==> src/rtl/iter_divider.sv <==
// ============================================================================
//  Module      : iter_divider
//  Description : Multi-cycle radix-2 restoring divider (start/ready responder)
//  Revision    : 1.0 - initial release
// ============================================================================
`default_nettype none

module iter_divider #(
   parameter int DATA_W = 32,
   parameter int CNT_W  = 6
) (
   input  logic                  clk,
   input  logic                  rst,
   input  logic                  signed_div_i,
   input  logic [DATA_W-1:0]     opdata1_i,
   input  logic [DATA_W-1:0]     opdata2_i,
   input  logic                  start_i,
   input  logic                  annul_i,
   output logic [2*DATA_W-1:0]   result_o,
   output logic                  ready_o
);

   typedef enum logic [1:0] {
      S_FREE    = 2'd0,
      S_DIVZERO = 2'd1,
      S_BUSY    = 2'd2,
      S_END     = 2'd3
   } state_t;

   state_t r_state;
   state_t w_next;

   logic [DATA_W-1:0] r_dvd;
   logic [DATA_W-1:0] r_dvs;
   logic [DATA_W-1:0] r_rem;
   logic [CNT_W-1:0]  r_cnt;
   logic              r_signed;
   logic              r_neg_q;
   logic              r_neg_r;

   logic [DATA_W:0]   w_shift;
   logic [DATA_W-1:0] w_sub;
   logic              w_ge;
   logic [DATA_W-1:0] w_rem_next;
   logic [DATA_W-1:0] w_dvd_next;
   logic [DATA_W-1:0] w_q_fix;
   logic [DATA_W-1:0] w_r_fix;
   logic [DATA_W-1:0] w_abs_a;
   logic [DATA_W-1:0] w_abs_b;
   logic              w_last;

   // The dividend register doubles as the quotient shift register.
   assign w_shift    = {r_rem, r_dvd[DATA_W-1]};
   assign w_ge       = (w_shift >= {1'b0, r_dvs});
   assign w_sub      = w_shift[DATA_W-1:0] - r_dvs;
   assign w_rem_next = w_ge ? w_sub : w_shift[DATA_W-1:0];
   assign w_dvd_next = {r_dvd[DATA_W-2:0], w_ge};
   assign w_last     = (r_cnt == CNT_W'(DATA_W-1));

   assign w_q_fix = (r_signed && r_neg_q) ? (~w_dvd_next + 1'b1) : w_dvd_next;
   assign w_r_fix = (r_signed && r_neg_r) ? (~w_rem_next + 1'b1) : w_rem_next;

   assign w_abs_a = (signed_div_i && opdata1_i[DATA_W-1]) ? (~opdata1_i + 1'b1) : opdata1_i;
   assign w_abs_b = (signed_div_i && opdata2_i[DATA_W-1]) ? (~opdata2_i + 1'b1) : opdata2_i;

   always_ff @(posedge clk) begin
      if (rst) r_state <= S_FREE;
      else     r_state <= w_next;
   end

   always_comb begin
      w_next = r_state;
      case (r_state)
         S_FREE: begin
            if (start_i && !annul_i)
               w_next = (opdata2_i == '0) ? S_DIVZERO : S_BUSY;
         end
         S_DIVZERO: w_next = S_END;
         S_BUSY: begin
            if (annul_i)     w_next = S_FREE;
            else if (w_last) w_next = S_END;
         end
         S_END: begin
            if (!start_i) w_next = S_FREE;
         end
         default: w_next = S_FREE;
      endcase
   end

   always_ff @(posedge clk) begin
      if (rst) begin
         r_dvd    <= '0;
         r_dvs    <= '0;
         r_rem    <= '0;
         r_cnt    <= '0;
         r_signed <= 1'b0;
         r_neg_q  <= 1'b0;
         r_neg_r  <= 1'b0;
         result_o <= '0;
         ready_o  <= 1'b0;
      end else begin
         case (r_state)
            S_FREE: begin
               if (w_next == S_BUSY) begin
                  r_dvd    <= w_abs_a;
                  r_dvs    <= w_abs_b;
                  r_rem    <= '0;
                  r_cnt    <= '0;
                  r_signed <= signed_div_i;
                  r_neg_q  <= signed_div_i & (opdata1_i[DATA_W-1] ^ opdata2_i[DATA_W-1]);
                  r_neg_r  <= signed_div_i & opdata1_i[DATA_W-1];
               end
            end
            S_DIVZERO: begin
               result_o <= '0;
               ready_o  <= 1'b1;
            end
            S_BUSY: begin
               if (!annul_i) begin
                  r_rem <= w_rem_next;
                  r_dvd <= w_dvd_next;
                  r_cnt <= r_cnt + 1'b1;
                  if (w_last) begin
                     result_o <= {w_r_fix, w_q_fix};
                     ready_o  <= 1'b1;
                  end
               end
            end
            S_END: begin
               if (!start_i) begin
                  result_o <= '0;
                  ready_o  <= 1'b0;
               end
            end
            default: begin
               result_o <= '0;
               ready_o  <= 1'b0;
            end
         endcase
      end
   end

endmodule

`default_nettype wire

==> config.mk <==
export PLATFORM = sky130hd
export DESIGN_NAME = iter_divider
export DESIGN_NICKNAME = d
export VERILOG_FILES = /design/src/rtl/iter_divider.sv
export SDC_FILE = /design/constraint.sdc
export NUM_CORES = 1
export LEC_CHECK = 0
export BUFFER_PORTS_ARGS = -buffer_cell sky130_fd_sc_hd__buf_2
export CORE_ASPECT_RATIO = 1.75
export CORE_MARGIN = 10
export CORE_UTILIZATION = 61
export CTS_BUF_LIST = sky130_fd_sc_hd__clkbuf_8
export CTS_CLUSTER_DIAMETER = 150
export DETAILED_ROUTE_END_ITERATION = 12
export GPL_TIMING_DRIVEN = 1
export PLACE_DENSITY = 0.9
export RECOVER_POWER = 100
export SYNTH_ARGS = -nofsm -noshare
export SYNTH_HDL_FRONTEND = slang
export SYNTH_SLANG_ARGS = --single-unit
==> constraint.sdc <==
create_clock -name clk -period 5.6 [get_ports clk]
set_input_delay 1.4 -clock clk [delete_from_list [all_inputs] [get_ports clk]]
set_output_delay 1.4 -clock clk [all_outputs]
set_load 0.03 [all_outputs]
Word level (Yosys, flattened, before mapping)
Cells that the tools add are included.

Reduce and logical (&&, ||, !) cells: 13. Order comparisons: 1. Add/subtract/negate cells: 6. Equality and inequality tests: 9. Bitwise operators: 7. Mux-type cells: 28.

Operators with widths (count): 2-to-1 mux 32 bit (9); 2-to-1 mux 64 bit (3); case mux 64 bit (3 select lines) (1); adder 32 x 1 -> 32 bit, second input constant (4); NOT 32 bit (4); case mux 32 bit (2 select lines) (2); greater-or-equal comparator 33 x 32 -> 1 bit (1); zero test 32 bit (1); subtractor 32 bit (1); 2-to-1 mux 6 bit (2); case mux 6 bit (2 select lines) (1); 2-to-1 mux 2 bit (5); inequality test 2 bit, second input constant (4); case mux 2 bit (4 select lines) (1); adder 6 x 1 -> 6 bit, second input constant (1); equality test 2 bit, second input constant (3); equality test 6 x 5 -> 1 bit, second input constant (1); logical AND 1 bit (5); AND reduction 4 bit (1); 2-to-1 mux 1 bit (3); case mux 1 bit (3 select lines) (1); AND reduction 3 bit (1); nonzero test 3 bit (1); AND 1 bit (2); other kinds (6) (6).

Output and inout port bits: 65. Logic and storage cells: 74. Input bits: 69. Bits in registers: 172.

Logic depth before layout (Yosys ltp)
Depth in word-level cells: 8. Gate-level depth with buffers: 26. Depth with buffers taken out: 21.

Worst setup path before layout
Ideal clock, no wire load.

Path type: reg-to-reg. Start: reg r_rem[14]. End: reg result_o[56]. Data required time: 5.473 ns. Arrival: 4.484 ns. Path buffers: 6. Period minus slack after synthesis: 4.612 ns. Path slack: 0.988 ns. Stages on the path, launching flop included: 26. Library setup time: 0.127 ns. Cells stage by stage: dfxtp_1 ha_1 buf_2 nand4_1 or3_1 and4b_1 a211o_1 or2_1 buf_6 buf_6 buf_2 buf_4 mux2i_1 ha_1 nor3b_1 nand2_1 nor3_1 nand2_1 nor3_1 a41oi_1 and2_1 buf_2 o21bai_1 nor2_1 xnor2_1 o21ai_1.

Cells in the longest elaborated chain, start to end: 8. Elaborated cells on any way between the ends: 9. Classes of those cells: add/sub (2); order compare (1); mux (5); bitwise (1).

RTL lines: start: declaration (line 35) `logic [DATA_W-1:0] r_rem;`; start signal: assignment (line 120) `r_rem <= w_rem_next;`; subtractor 32 bit / greater-or-equal comparator 33 x 32 -> 1 bit (equally long branches) (line 55, 54); 2-to-1 mux 32 bit (*) (line 56) `assign w_rem_next = w_ge ? w_sub : w_shift[DATA_W-1:0];`; NOT 32 bit (line 61) `assign w_r_fix = (r_signed && r_neg_r) ? (~w_rem_next + 1'b1) : w_rem_next;`; adder 32 x 1 -> 32 bit (line 61); 2-to-1 mux 32 bit (*) (line 61); 2-to-1 mux 64 bit (*) (line 123) `if (w_last) begin`; 2-to-1 mux 64 bit (*) (line 119) `if (!annul_i) begin`; case mux 64 bit (3 select lines) (*) (line 102) `case (r_state)`; end signal: assignment (line 124) `result_o <= {w_r_fix, w_q_fix};`; end: declaration (line 19) `output logic [2*DATA_W-1:0] result_o,`.

Mark *: on every way between the ends. The rest lies on a longest branch, timed or not. The select of a mux whose other input is x is not followed. A chain may end at the register's enable or synchronous reset.

Worst setup path after layout
Start: in opdata2_i[0]. End: reg r_dvd[2].

Cells in the longest elaborated chain, start to end: 7.

RTL lines: start: declaration (line 16) `input logic [DATA_W-1:0] opdata2_i,`; zero test 32 bit (line 76) `w_next = (opdata2_i == '0) ? S_DIVZERO : S_BUSY;`; 2-to-1 mux 2 bit (line 76); 2-to-1 mux 2 bit (line 75) `if (start_i && !annul_i)`; case mux 2 bit (4 select lines) (line 73) `case (r_state)`; equality test 2 bit (line 104) `if (w_next == S_BUSY) begin`; inequality test 2 bit (no line); AND reduction 3 bit (no line); end signal: assignment (line 105) `r_dvd <= w_abs_a;`; end signal: assignment (line 121) `r_dvd <= w_dvd_next;`; end: declaration (line 33) `logic [DATA_W-1:0] r_dvd;`.

Every way passes these cells.

==> results.toml <==
[floorplanning]
chipHeight_um = 203
die-area_um2 = 25300
initial_core_util_pct = 62.3
rows = 66
ios = 134
fp.dieW_um = 125
core_um2 = 18700

[global_route]
grt_pass1_vias = 11681
grt_pass1_wl_um = 59400
grt_use_total_pct = 28.3
antenna_found_initial = 0
grt_start_max_net_pins = 82
grt.overflow.total = 0

[synth]
yosysTopAreaCell = "dfxtp_1"
ys_seq_area_share_pct = 29.5
yosys_warnings = 0
synth_seq_cells = 172
syn_inst = 1556
synth_top_cell_area_share_pct = 29.5
synth_cell_types = 87
synth_nets = 1663
ys.flop_type = "dfxtp_1"
synth_edf_count = 0
synth_area_leaders = "dfxtp_1 29%, nor2_1 8.5%, a21oi_1 5.3%, xnor2_1 5.2%, xor2_1 5.0%"
syn_area_per_cell_um2 = 7.51
async_flop_share_pct = 0
synth_area_um2 = 11700

[timing]
slew_viol_final = 214
skew_ns = 0.0163
final.setup.worst_slack_ns = 0.427
worst-slew-pin-transition_ns = 1.89
period_needed_ns = 5.17
rsz0062_at_grt = "no"
hold_slack_ns = 0.457
relSlewSlack_pct = -26.2
post-route-period-util_pct = 92.4
hold_viol = 0
fmax_mhz = 193
setup_viol = 0
fin_setup_tns_ns = 0

[clock_tree]
clock_path_buffers = 2
post_cts_resized = 0
clock_sinks = 172
cts_tree = "yes"
clk_pin_slew_ns = 0.09
h-tree-depth = 4
ctsHoldBuffers = 0
numCtsBuffers = 17
root_buffer = "clkbuf_8"
post_cts_buffers = 0
clock_latency_ns = 0.48

[placed_design]
place_area_um2 = 12400
port-buffer-count = 133
place_hpwl_um = 28600
place_congestion = 0.962
post-place-ws_ns = 0.773

[critical_path]
path_buf_inv = 3
regToRegEndpoint = "result_o[63]$_SDFFE_PP0P_"
worstPathMaxFanout = 22
timing.rr.start = "r_rem[3]$_SDFFE_PP0P_"
crit_chain = "clkbuf_1, inv_1, ha_1, nor4b_1, and4_1, and2_0, nand2_1, nor3_1, nor3_1, nor2_1, buf_4, a211oi_1, a21oi_1, nor2_1"
crit_required_ns = 5.90
cp-start-kind = "input port"
path_delay_family = "simple AND/OR/NAND/NOR gates"
endpoint = "r_dvd[2]$_SDFFE_PP0P_"
max_stage_delay_ns = 1.41
critPathArrivalTime_ns = 5.47
crit_slowest_cell = "nor2_1"
crit_start = "opdata2_i[0]"
worstSetupPathType = "input port to flip-flop"
r2r_cells = 14
critical_path_depth = 14
rrSetupSlack_ns = 0.47
end_kind = "flip-flop"

[power_and_ir_drop]
switching_share_pct = 34.4
switching_power_mw = 1.03
total_power_mw = 3.00
power_density_nw_per_um2 = 237
leakagePower_nw = 4.91
p_comb_share_pct = 26.7
vdd.ir_drop.worst_mv = 0.164
clockPowerShare_pct = 30.1
pwr-share-seq_pct = 43.2
intPower_mw = 1.97

[final_layout]
final_nets = 1738
area_growth_pct = 8.22
fin_area_um2 = 12600
n_antenna_cell = 0
fill_cells = 1604
drive_gt1_share_pct = 8.95

[drt]
wl_per_cell_um = 20.2
drt_pass1_iterations = 6
remaining_drc_errors = 0
drt_iter0_drc = 1120
num_vias = 12151
ant_nets = 0
finalWirelength_um = 38000
viasPerCell = 6.46

[status]
status = "finished, violations left"
violations = "max-capacitance violations, max-slew violations"

[min_path]
hold_class = "flip-flop to flip-flop"

[job]
drv_cap = 4
-- kinds of logic (layout without fill, tap and decap cells) --
group | count (synthesis) | after routing | share of synthesized area [%]
and+or+nand+nor | 586 | 586 | 23.0
muxes | 23 | 23 | 2.14
AOI/OAI and AO/OA | 454 | 454 | 25.9
adders and majority gates | 38 | 38 | 4.13
buffers and inverters | 147 | 234 | 5.24
DFF | 172 | 172 | 29.5
xor gates and xnor gates | 136 | 136 | 10.2
-- through the flow --
stage | cells | util, %
after floorplan | 1556 | -
after global placement | 1850 | 66.2
after detailed placement | 1850 | 66.2
after CTS | 1881 | 68.3
after global routing | 1881 | 67.5
final | 1881 | 67.5
-- cells in the mapped netlist, types with 37 or more instances --
master	number
nand2_1	125
o21ai_0	49
xnor2_1	69
nor3_1	42
dfxtp_1	172
a22oi_1	38
a21oi_1	123
ha_1	37
inv_1	49
xor2_1	67
clkbuf_1	73
a211oi_1	66
nor2_1	266
a31oi_1	38
-- layer usage --
metal | GRT usage [%] | share of wire (%)
met5 | 0 | 0
met2 | 50.5 | 50
met4 | 23.6 | 8.2
met1 | 27.9 | 35
met3 | 4.90 | 6.4
-- power groups by stage --
stage / logic [mW] / registers, mW / clock network (mW)
after floorplan: 0.575 / 1.31 / 0
after global placement: 0.774 / 1.32 / 0
after detailed placement: 0.785 / 1.32 / 0
after CTS: 0.794 / 1.29 / 0.907
after global routing: 0.866 / 1.30 / 0.956
final: 0.802 / 1.30 / 0.903
-- worst min-delay path, cell delays in order, from the launching register on --
cell and delay (ns):
dfxtp_1 0.32, nand2_1 0.05, o21ai_1 0.05
-- flip-flops by register name (all words and copies together) (netlist names) --
register	flops
ready_o	1
r_dvs	32
r_state	2
r_rem	32
r_dvd	32
r_neg_q	1
result_o	64
r_signed	1
r_neg_r	1
r_cnt	6
-- how the worst min path moves through the flow --
| stage | cells past startpoint | startpoint | endpoint |
|---|---|---|---|
| final | 2 | result_o[63]$_SDFFE_PP0P_ | result_o[63]$_SDFFE_PP0P_ |
| after global routing | 2 | result_o[57]$_SDFFE_PP0P_ | result_o[57]$_SDFFE_PP0P_ |
| after CTS | 2 | result_o[57]$_SDFFE_PP0P_ | result_o[57]$_SDFFE_PP0P_ |
| after detailed placement | 2 | result_o[57]$_SDFFE_PP0P_ | result_o[57]$_SDFFE_PP0P_ |
| after global placement | 2 | result_o[27]$_SDFFE_PP0P_ | result_o[27]$_SDFFE_PP0P_ |
| after floorplan | 2 | r_dvs[31]$_SDFFE_PP0P_ | r_dvs[31]$_SDFFE_PP0P_ |
-- layout make-up --
class | instances | area, um2 | share of cell area (%)
Clock inverter | 11 | 119 | 0.940
Sequential cell | 172 | 3440 | 27.2
Tap cell | 238 | 298 | 2.36
Clock buffer | 20 | 275 | 2.18
Inverter | 50 | 189 | 1.49
Timing Repair Buffer | 153 | 713 | 5.64
Multi-Input combinational cell | 1237 | 7610 | 60.2
-- placed cells by master (no fill, tap or decap), types with 6 or more instances in the layout --
cell type,count
ha_1,37
a22oi_1,38
a31oi_1,38
o21ai_1,15
nor3_1,42
or3_1,20
xor2_1,67
nor2b_1,7
buf_2,66
a21o_1,17
or4_1,10
nand3_1,27
mux2i_1,18
and2_1,12
o21ai_0,59
xnor2_1,69
nand2_1,125
nand2b_1,6
nor2_1,266
nor4_1,23
a21oi_1,123
inv_1,52
clkbuf_8,20
clkbuf_1,72
and3_1,9
o31ai_1,19
buf_4,9
nand4_1,11
o211ai_1,6
a211oi_1,66
dfxtp_1,172
o41ai_1,9
Note: power is estimated with default switching activity, not from simulation.
